`config.mk`:
```
export PLATFORM = sky130hd
export DESIGN_NAME = led_fade_pwm
export DESIGN_NICKNAME = d
export VERILOG_FILES = /design/src/rtl/led_pkg.sv /design/src/rtl/led_fade_channel.sv /design/src/rtl/led_fade_pwm.sv
export SDC_FILE = /design/constraint.sdc
export NUM_CORES = 1
export LEC_CHECK = 0
export BUFFER_PORTS_ARGS = -buffer_cell sky130_fd_sc_hd__buf_2
export CAP_MARGIN = 20
export CELL_PAD_IN_SITES_DETAIL_PLACEMENT = 1
export CELL_PAD_IN_SITES_GLOBAL_PLACEMENT = 2
export CORE_UTILIZATION = 35
export CTS_BUF_LIST = sky130_fd_sc_hd__clkbuf_16
export CTS_CLUSTER_DIAMETER = 30
export CTS_CLUSTER_SIZE = 8
export DETAILED_ROUTE_END_ITERATION = 10
export PLACE_DENSITY = 0.68
export SYNTH_ARGS = -nofsm -noshare
export SYNTH_HDL_FRONTEND = slang
export SYNTH_SLANG_ARGS = --single-unit
```
`constraint.sdc`:
```
create_clock -name clk_pll -period 4.3 [get_ports clk_pll]
set_input_delay 0.215 -clock clk_pll [delete_from_list [all_inputs] [get_ports clk_pll]]
set_output_delay 0.215 -clock clk_pll [all_outputs]
set_load 0.01 [all_outputs]
```
`src/rtl/led_pkg.sv`:
```
// led_pkg: shared constants and the saturating level-step helper for the LED
// fade/PWM output stage.
//   DEF_NUM_LEDS / DEF_PWM_BITS / DEF_STEP_FRAMES : default parameter values
//   MAX_LEVEL                                    : full-on level at default resolution
//   sat_step(level, step, max_level, up)          : level +/- step, clamped to [0, max_level]
package led_pkg;

    localparam int DEF_NUM_LEDS    = 8;
    localparam int DEF_PWM_BITS    = 4;
    localparam int DEF_STEP_FRAMES = 4;
    localparam int MAX_LEVEL       = 2**DEF_PWM_BITS - 1;

    // Working width of sat_step; callers zero-extend into it and truncate the
    // result back, so any PWM_BITS up to SAT_W is supported.
    localparam int SAT_W = 16;

    // One extra bit catches both overflow past max_level and underflow below 0.
    function automatic logic [SAT_W-1:0] sat_step(
        input logic [SAT_W-1:0] level,
        input logic [SAT_W-1:0] step,
        input logic [SAT_W-1:0] max_level,
        input logic             up
    );
        logic [SAT_W:0] sum;
        if (up) begin
            sum = {1'b0, level} + {1'b0, step};
            if (sum > {1'b0, max_level})
                sum = {1'b0, max_level};
        end else begin
            sum = {1'b0, level} - {1'b0, step};
            if (sum[SAT_W])
                sum = '0;
        end
        return sum[SAT_W-1:0];
    endfunction

endpackage

```
`src/rtl/led_fade_channel.sv`:
```
// led_fade_channel: one LED channel. Holds the brightness level, steps it
// toward on/off on each update strobe, and registers the PWM drive bit.
//   clk_pll, rstn : clock, async active-low reset
//   clear         : synchronous clear of level and output (block disabled)
//   update        : apply one rise/fall step to the level this edge
//   bypass        : drive pwm_out straight from led_bit
//   led_bit       : sampled on/off request for this LED
//   rise_step, fall_step : step sizes
//   pwm_cnt       : shared PWM phase counter
//   pwm_out       : registered PWM drive
module led_fade_channel
    import led_pkg::*;
#(
    parameter int PWM_BITS = DEF_PWM_BITS
) (
    input  logic                clk_pll,
    input  logic                rstn,
    input  logic                clear,
    input  logic                update,
    input  logic                bypass,
    input  logic                led_bit,
    input  logic [PWM_BITS-1:0] rise_step,
    input  logic [PWM_BITS-1:0] fall_step,
    input  logic [PWM_BITS-1:0] pwm_cnt,
    output logic                pwm_out
);

    localparam logic [PWM_BITS-1:0] MAX_LVL = '1;

    logic [PWM_BITS-1:0] level;
    logic [PWM_BITS-1:0] level_nxt;
    logic [PWM_BITS-1:0] step;

    assign step      = led_bit ? rise_step : fall_step;
    assign level_nxt = PWM_BITS'(sat_step(SAT_W'(level), SAT_W'(step), SAT_W'(MAX_LVL), led_bit));

    // update only fires on the last cycle of a frame, so a new level is first
    // compared against pwm_cnt=0 and never truncates a pulse in flight.
    always_ff @(posedge clk_pll or negedge rstn) begin
        if (!rstn)
            level <= '0;
        else if (clear)
            level <= '0;
        else if (update)
            level <= level_nxt;
    end

    // Full level forces a constant 1; otherwise L high cycles from pwm_cnt=0.
    always_ff @(posedge clk_pll or negedge rstn) begin
        if (!rstn)
            pwm_out <= 1'b0;
        else if (clear)
            pwm_out <= 1'b0;
        else if (bypass)
            pwm_out <= led_bit;
        else
            pwm_out <= (level == MAX_LVL) | (level > pwm_cnt);
    end

endmodule

```
`src/rtl/led_fade_pwm.sv`:
```
// led_fade_pwm: PWM output stage with per-LED fade-in/fade-out.
//   clk_pll     : system clock
//   rstn        : asynchronous active-low reset
//   led_in      : on/off pattern from the pattern generator
//   enable      : 0 = synchronously clear counters/levels, outputs 0
//   bypass      : 1 = pwm_out follows led_in (two-cycle latency)
//   rise_step   : level increment per update for lit LEDs
//   fall_step   : level decrement per update for dark LEDs
//   pwm_out     : PWM LED drive
//   update_tick : strobe, levels take their next step on the coming edge
module led_fade_pwm
    import led_pkg::*;
#(
    parameter int NUM_LEDS    = DEF_NUM_LEDS,
    parameter int PWM_BITS    = DEF_PWM_BITS,
    parameter int STEP_FRAMES = DEF_STEP_FRAMES
) (
    input  logic                clk_pll,
    input  logic                rstn,
    input  logic [NUM_LEDS-1:0] led_in,
    input  logic                enable,
    input  logic                bypass,
    input  logic [PWM_BITS-1:0] rise_step,
    input  logic [PWM_BITS-1:0] fall_step,
    output logic [NUM_LEDS-1:0] pwm_out,
    output logic                update_tick
);

    localparam int FW = (STEP_FRAMES > 1) ? $clog2(STEP_FRAMES) : 1;
    localparam logic [PWM_BITS-1:0] CNT_MAX   = '1;
    localparam logic [FW-1:0]       FRAME_MAX = FW'(STEP_FRAMES - 1);

    logic [NUM_LEDS-1:0] led_q;
    logic [PWM_BITS-1:0] pwm_cnt;
    logic [FW-1:0]       frame_cnt;
    logic                frame_tick;

    // led_q is the only view of led_in the datapath uses; it is not cleared by
    // enable so bypass resumes cleanly.
    always_ff @(posedge clk_pll or negedge rstn) begin
        if (!rstn)
            led_q <= '0;
        else
            led_q <= led_in;
    end

    // Counters read as 0 while disabled, so update_tick is already 0 there;
    // the enable term keeps it low in the cycle enable drops.
    assign frame_tick  = (pwm_cnt == CNT_MAX);
    assign update_tick = enable && frame_tick && (frame_cnt == FRAME_MAX);

    always_ff @(posedge clk_pll or negedge rstn) begin
        if (!rstn) begin
            pwm_cnt   <= '0;
            frame_cnt <= '0;
        end else if (!enable) begin
            pwm_cnt   <= '0;
            frame_cnt <= '0;
        end else begin
            pwm_cnt <= pwm_cnt + 1'b1;
            if (frame_tick)
                frame_cnt <= (frame_cnt == FRAME_MAX) ? '0 : frame_cnt + 1'b1;
        end
    end

    for (genvar i = 0; i < NUM_LEDS; i++) begin : g_ch
        led_fade_channel #(
            .PWM_BITS (PWM_BITS)
        ) u_ch (
            .clk_pll   (clk_pll),
            .rstn      (rstn),
            .clear     (!enable),
            .update    (update_tick),
            .bypass    (bypass),
            .led_bit   (led_q[i]),
            .rise_step (rise_step),
            .fall_step (fall_step),
            .pwm_cnt   (pwm_cnt),
            .pwm_out   (pwm_out[i])
        );
    end

endmodule

```
==> results by stage <==
Run status:
- The run finished with clean final reports.

Finish:
- The fraction of layout cells with a size suffix above 1 is 12.28%.
- The most common library cell in the layout ignoring fill and taps is sky130_fd_sc_hd__ha_1.
- The number of non-filler instances in the completed layout is 855.
- The library cells used most frequently in the layout, excluding fill and tap cells, are 100 x sky130_fd_sc_hd__ha_1, 87 x sky130_fd_sc_hd__inv_1, 54 x sky130_fd_sc_hd__dfrtp_1.
- Counting the fill cells in the layout gives 1924.
- The number of antenna cells inserted is 0.
- The number of nets in the finished design is 771.
- From synthesis to final layout, the design area changed by 6.145%.

Logic synthesis:
- The library cell with the largest summed area after synthesis is sky130_fd_sc_hd__dfrtp_1.
- For this run, the leading register cell type out of synthesis is sky130_fd_sc_hd__dfrtp_1.
- The total of flip-flops plus latches after synthesis is 54.
- The fraction of post-synthesis cell area in the top cell type by area is 22.89%.
- Of all flip-flops after synthesis, the portion carrying an async set or reset was 100.0%.
- The number of nets produced by synthesis is 765.
- In this run, synthesis inferred 0 flip-flops with an integrated enable.
- The synthesized netlist occupies a cell area of 5904 sq um.
- The distinct cell type count after synthesis is 44.
- In the post-synthesis netlist, the biggest area contributors are sky130_fd_sc_hd__dfrtp_1 23%, sky130_fd_sc_hd__ha_1 21%, sky130_fd_sc_hd__fa_1 5.4%.
- The mean area per synthesized cell is 9.387 sq um.
- In the synthesized netlist, the number of instances is 629.
- For this run, the register share of the synthesized area comes to 22.89%.
- Yosys printed 0 warnings.

Critical path:
- The arrival time reported for the critical path endpoint is 2.69 ns.
- Across all register-to-register paths, the minimum setup slack is 1.81 ns.
- The worst setup path is captured at a flop.
- Along the worst path, the maximum fanout reaches 10.
- The worst setup path is launched from a flop.
- The worst reg2reg path depth is 8.
- The cell family contributing the most delay on the critical path is compound AO/OA/AOI/OAI gates.
- The beginning of the worst register-to-register path is led_q[4].
- The endpoint identified for the worst register-to-register timing path is g_ch[4].u_ch.level[3].
- The setup path with the least slack is of type reg -> reg.
- In this design, the stage delay of the slowest critical-path cell is 0.61 ns.
- The worst-path cell with the longest stage delay is sky130_fd_sc_hd__dfrtp_1.
- For the worst setup path, the data required time is 4.50 ns.
- The buffer and inverter count on the worst path is 1.
- The signal on the critical path passes through mux2_2 > ha_1 > inv_1 > fa_1 > o21bai_1 > a211oi_2 > nand3_1 > a32o_1.

Route:
- In this run, the number of DRC markers left after iteration 0 of detailed routing was 202.
- Wire segments on met3 add up to 542 microns in the final route.
- The final layout contains routed wiring with a total length of 16900 microns.
- The number of vias per cell after detailed routing is 5.488.
- Detailed routing inserted a total of 4692 vias.
- Detailed routing placed a total of 8161 microns of wire on met2.
- In this run the remaining antenna-violating nets after routing total 0.
- The first-pass iteration count of the detailed router is 4.
- The detailed-route DRC error count is 0.
- The routed length on met1 is 8044 microns.
- The uppermost signal routing layer after detailed routing is met4.
- The average wire per cell in the routed design is 19.76 microns.

Clocking:
- The maximum buffer depth of the clock tree is 2.
- The clock network latency to the later pin of the worst-skew pair is 0.31 ns.
- The number of clock buffers added by TritonCTS is 5.
- The CTS sink count is 54.
- Clock tree synthesis selected as its root buffer the cell sky130_fd_sc_hd__clkbuf_16.
- In this run the post-CTS setup repair buffer count came out at 0.
- The maximum level of the CTS H-tree is 2.
- After clock tree synthesis, the clock-pin slew on the worst setup and hold paths is 0.08 ns.
- TritonCTS built the clock tree.

Place:
- The final weighted congestion in routability-driven placement is 0.7992.
- Port buffering added 28 buffers.
- The cell count after placement is 844.
- Once detailed placement completed, the half-perimeter wirelength came to 12240 microns.

STA:
- Headroom to the max-slew limit came out at 47.34%.
- The number of setup violations in the final report is 0.
- The maximum frequency from static timing analysis is 401.7 MHz.
- The final-report hold violation count came to 0.
- The measured slew at the worst slew-check pin is 0.7898 ns.
- For the final database, setup skew stands at 0.005164 ns.
- The count of final max-slew check failures is 0.
- Setup repair after global routing left no endpoint under its margin.
- Summed over all failing endpoints, the final setup total negative slack is 0 ns.
- The final critical delay including setup and external delays is 2.490 ns.
- Of the available clock period, the critical path in the final layout requires 57.90%.

Floorplan:
- Row generation in the floorplan step produced 47 rows.
- The vertical die dimension is 131.9 microns.
- The horizontal die dimension is 131.9 microns.
- The full die area is 17390 sq um.
- Once the floorplan was initialized, standard cells occupied 35.73% of the core.
- The number of top-level pins is 29.
- The core region is 16520 sq um.

GRT:
- Entering global routing, the biggest net connects 55 pins.
- Global routing used 20.40% of the available tracks.
- The initial antenna violation count is 0.
- The first-pass GRT wire length is 27480 microns.
- The remaining global-route overflow is 0.
- The via count of the first global-routing pass is 5052.

Worst hold path:
- The endpoint with the worst hold slack is led_q[5].
- The worst min-delay path category is in -> reg.
- Counting instances, the worst hold path has a depth of 1.
- In this run the most critical hold path is launched from led_in[5].

Power:
- The analysis attributes to cell leakage a power of 2.919 nW.
- The power density over cell area is 205.1 nW/um^2.
- The maximum ir drop on the vdd rail is 0.0001367 V.

Flow run:
- The max-capacitance violation count is 0.
[repair_timing]
action | CTS | global route
resized for setup | 0 | 0
hold buffers | 3 | 1
setup endpoints to repair | 0 | 0
endpoints found under the hold margin | 3 | 1
[kinds of logic after synthesis]
family                   share of synthesized area [%]
flip-flops                                       22.89
AND/OR/NAND/NOR                                  13.33
adder cells (fa/ha/maj)                          26.62
XOR/XNOR                                         1.483
multiplexers                                     5.934
AO/OA/AOI/OAI                                    20.28
buffers and inverters                            9.472
[cell type report]
type	instances	area (sq um)	area share [%]
clock buffers	5	125.1	1.996
multi-input cells	455	3994	63.73
inverters	85	319.1	5.091
repair buffers	34	195.2	3.114
flip-flops and latches	54	1351	21.56
clock inverters	2	7.507	0.1198
well taps	220	275.3	4.392
[worst max-delay path by stage]
stage	from	end	depth (start not counted)
2_1_floorplan	led_q[3]	g_ch[3].u_ch.level[3]	9
3_3_place_gp	led_q[4]	g_ch[4].u_ch.level[3]	8
3_5_place_dp	led_q[4]	g_ch[4].u_ch.level[3]	8
4_1_cts	led_q[4]	g_ch[4].u_ch.level[3]	8
5_1_grt	led_q[4]	g_ch[4].u_ch.level[3]	6
6_report	led_q[4]	g_ch[4].u_ch.level[3]	8
[cell usage after synthesis (9+ instances only)]
cell type,n
sky130_fd_sc_hd__nand3_1,9
sky130_fd_sc_hd__a21oi_1,17
sky130_fd_sc_hd__a31oi_1,14
sky130_fd_sc_hd__ha_1,100
sky130_fd_sc_hd__xnor2_1,9
sky130_fd_sc_hd__nor2b_1,18
sky130_fd_sc_hd__and2_1,9
sky130_fd_sc_hd__nor2_1,26
sky130_fd_sc_hd__a32o_1,24
sky130_fd_sc_hd__fa_1,16
sky130_fd_sc_hd__dfrtp_1,54
sky130_fd_sc_hd__o21ai_0,34
sky130_fd_sc_hd__nand2_1,28
sky130_fd_sc_hd__inv_1,85
sky130_fd_sc_hd__buf_4,15
sky130_fd_sc_hd__mux2i_1,26
[worst reg2reg max path, cell delays in order (launching register included)]
cell	delay, ns
sky130_fd_sc_hd__dfrtp_1	0.61
sky130_fd_sc_hd__mux2_2	0.41
sky130_fd_sc_hd__ha_1	0.21
sky130_fd_sc_hd__inv_1	0.08
sky130_fd_sc_hd__fa_1	0.22
sky130_fd_sc_hd__o21bai_1	0.12
sky130_fd_sc_hd__a211oi_2	0.35
sky130_fd_sc_hd__nand3_1	0.13
sky130_fd_sc_hd__a32o_1	0.26
[metal layers]
layer | global-route usage (%) | vias up
met1 | 26.47 | 2373
met2 | 35.80 | 69
li1 | - | 2239
met3 | 3.306 | 11
met4 | 3.747 | 0
met5 | 0 | -
[power by group]
part           leakage, nW  switching [W]  internal [W]  total [W]
registers            0.726      0.0000207      0.000520   0.000541
logic                 2.12       0.000197      0.000129   0.000326
clock network       0.0723       0.000209      0.000210   0.000419
[per-stage QoR]
step	setup WS (ns)	hold WS (ns)	util, %	total power (W)	cell area (sq um)
CTS	1.798	0.0003803	37.87	0.001307	6257
global placement	1.812	0.3234	36.88	0.0008657	6095
detailed placement	1.814	0.3246	36.88	0.0008782	6095
global route	1.598	0.01367	37.93	0.001364	6267
floorplan	2.139	-0.08059	-	0.0007893	5904
finish	1.810	0.02212	37.93	0.001285	6267
[registers in the layout (all words and copies together), names as in the netlist]
signal / count
g_ch.u_ch.pwm_out: 8
frame_cnt: 2
g_ch.u_ch.level: 32
led_q: 8
pwm_cnt: 4
Power figures use the tool's default switching activity.
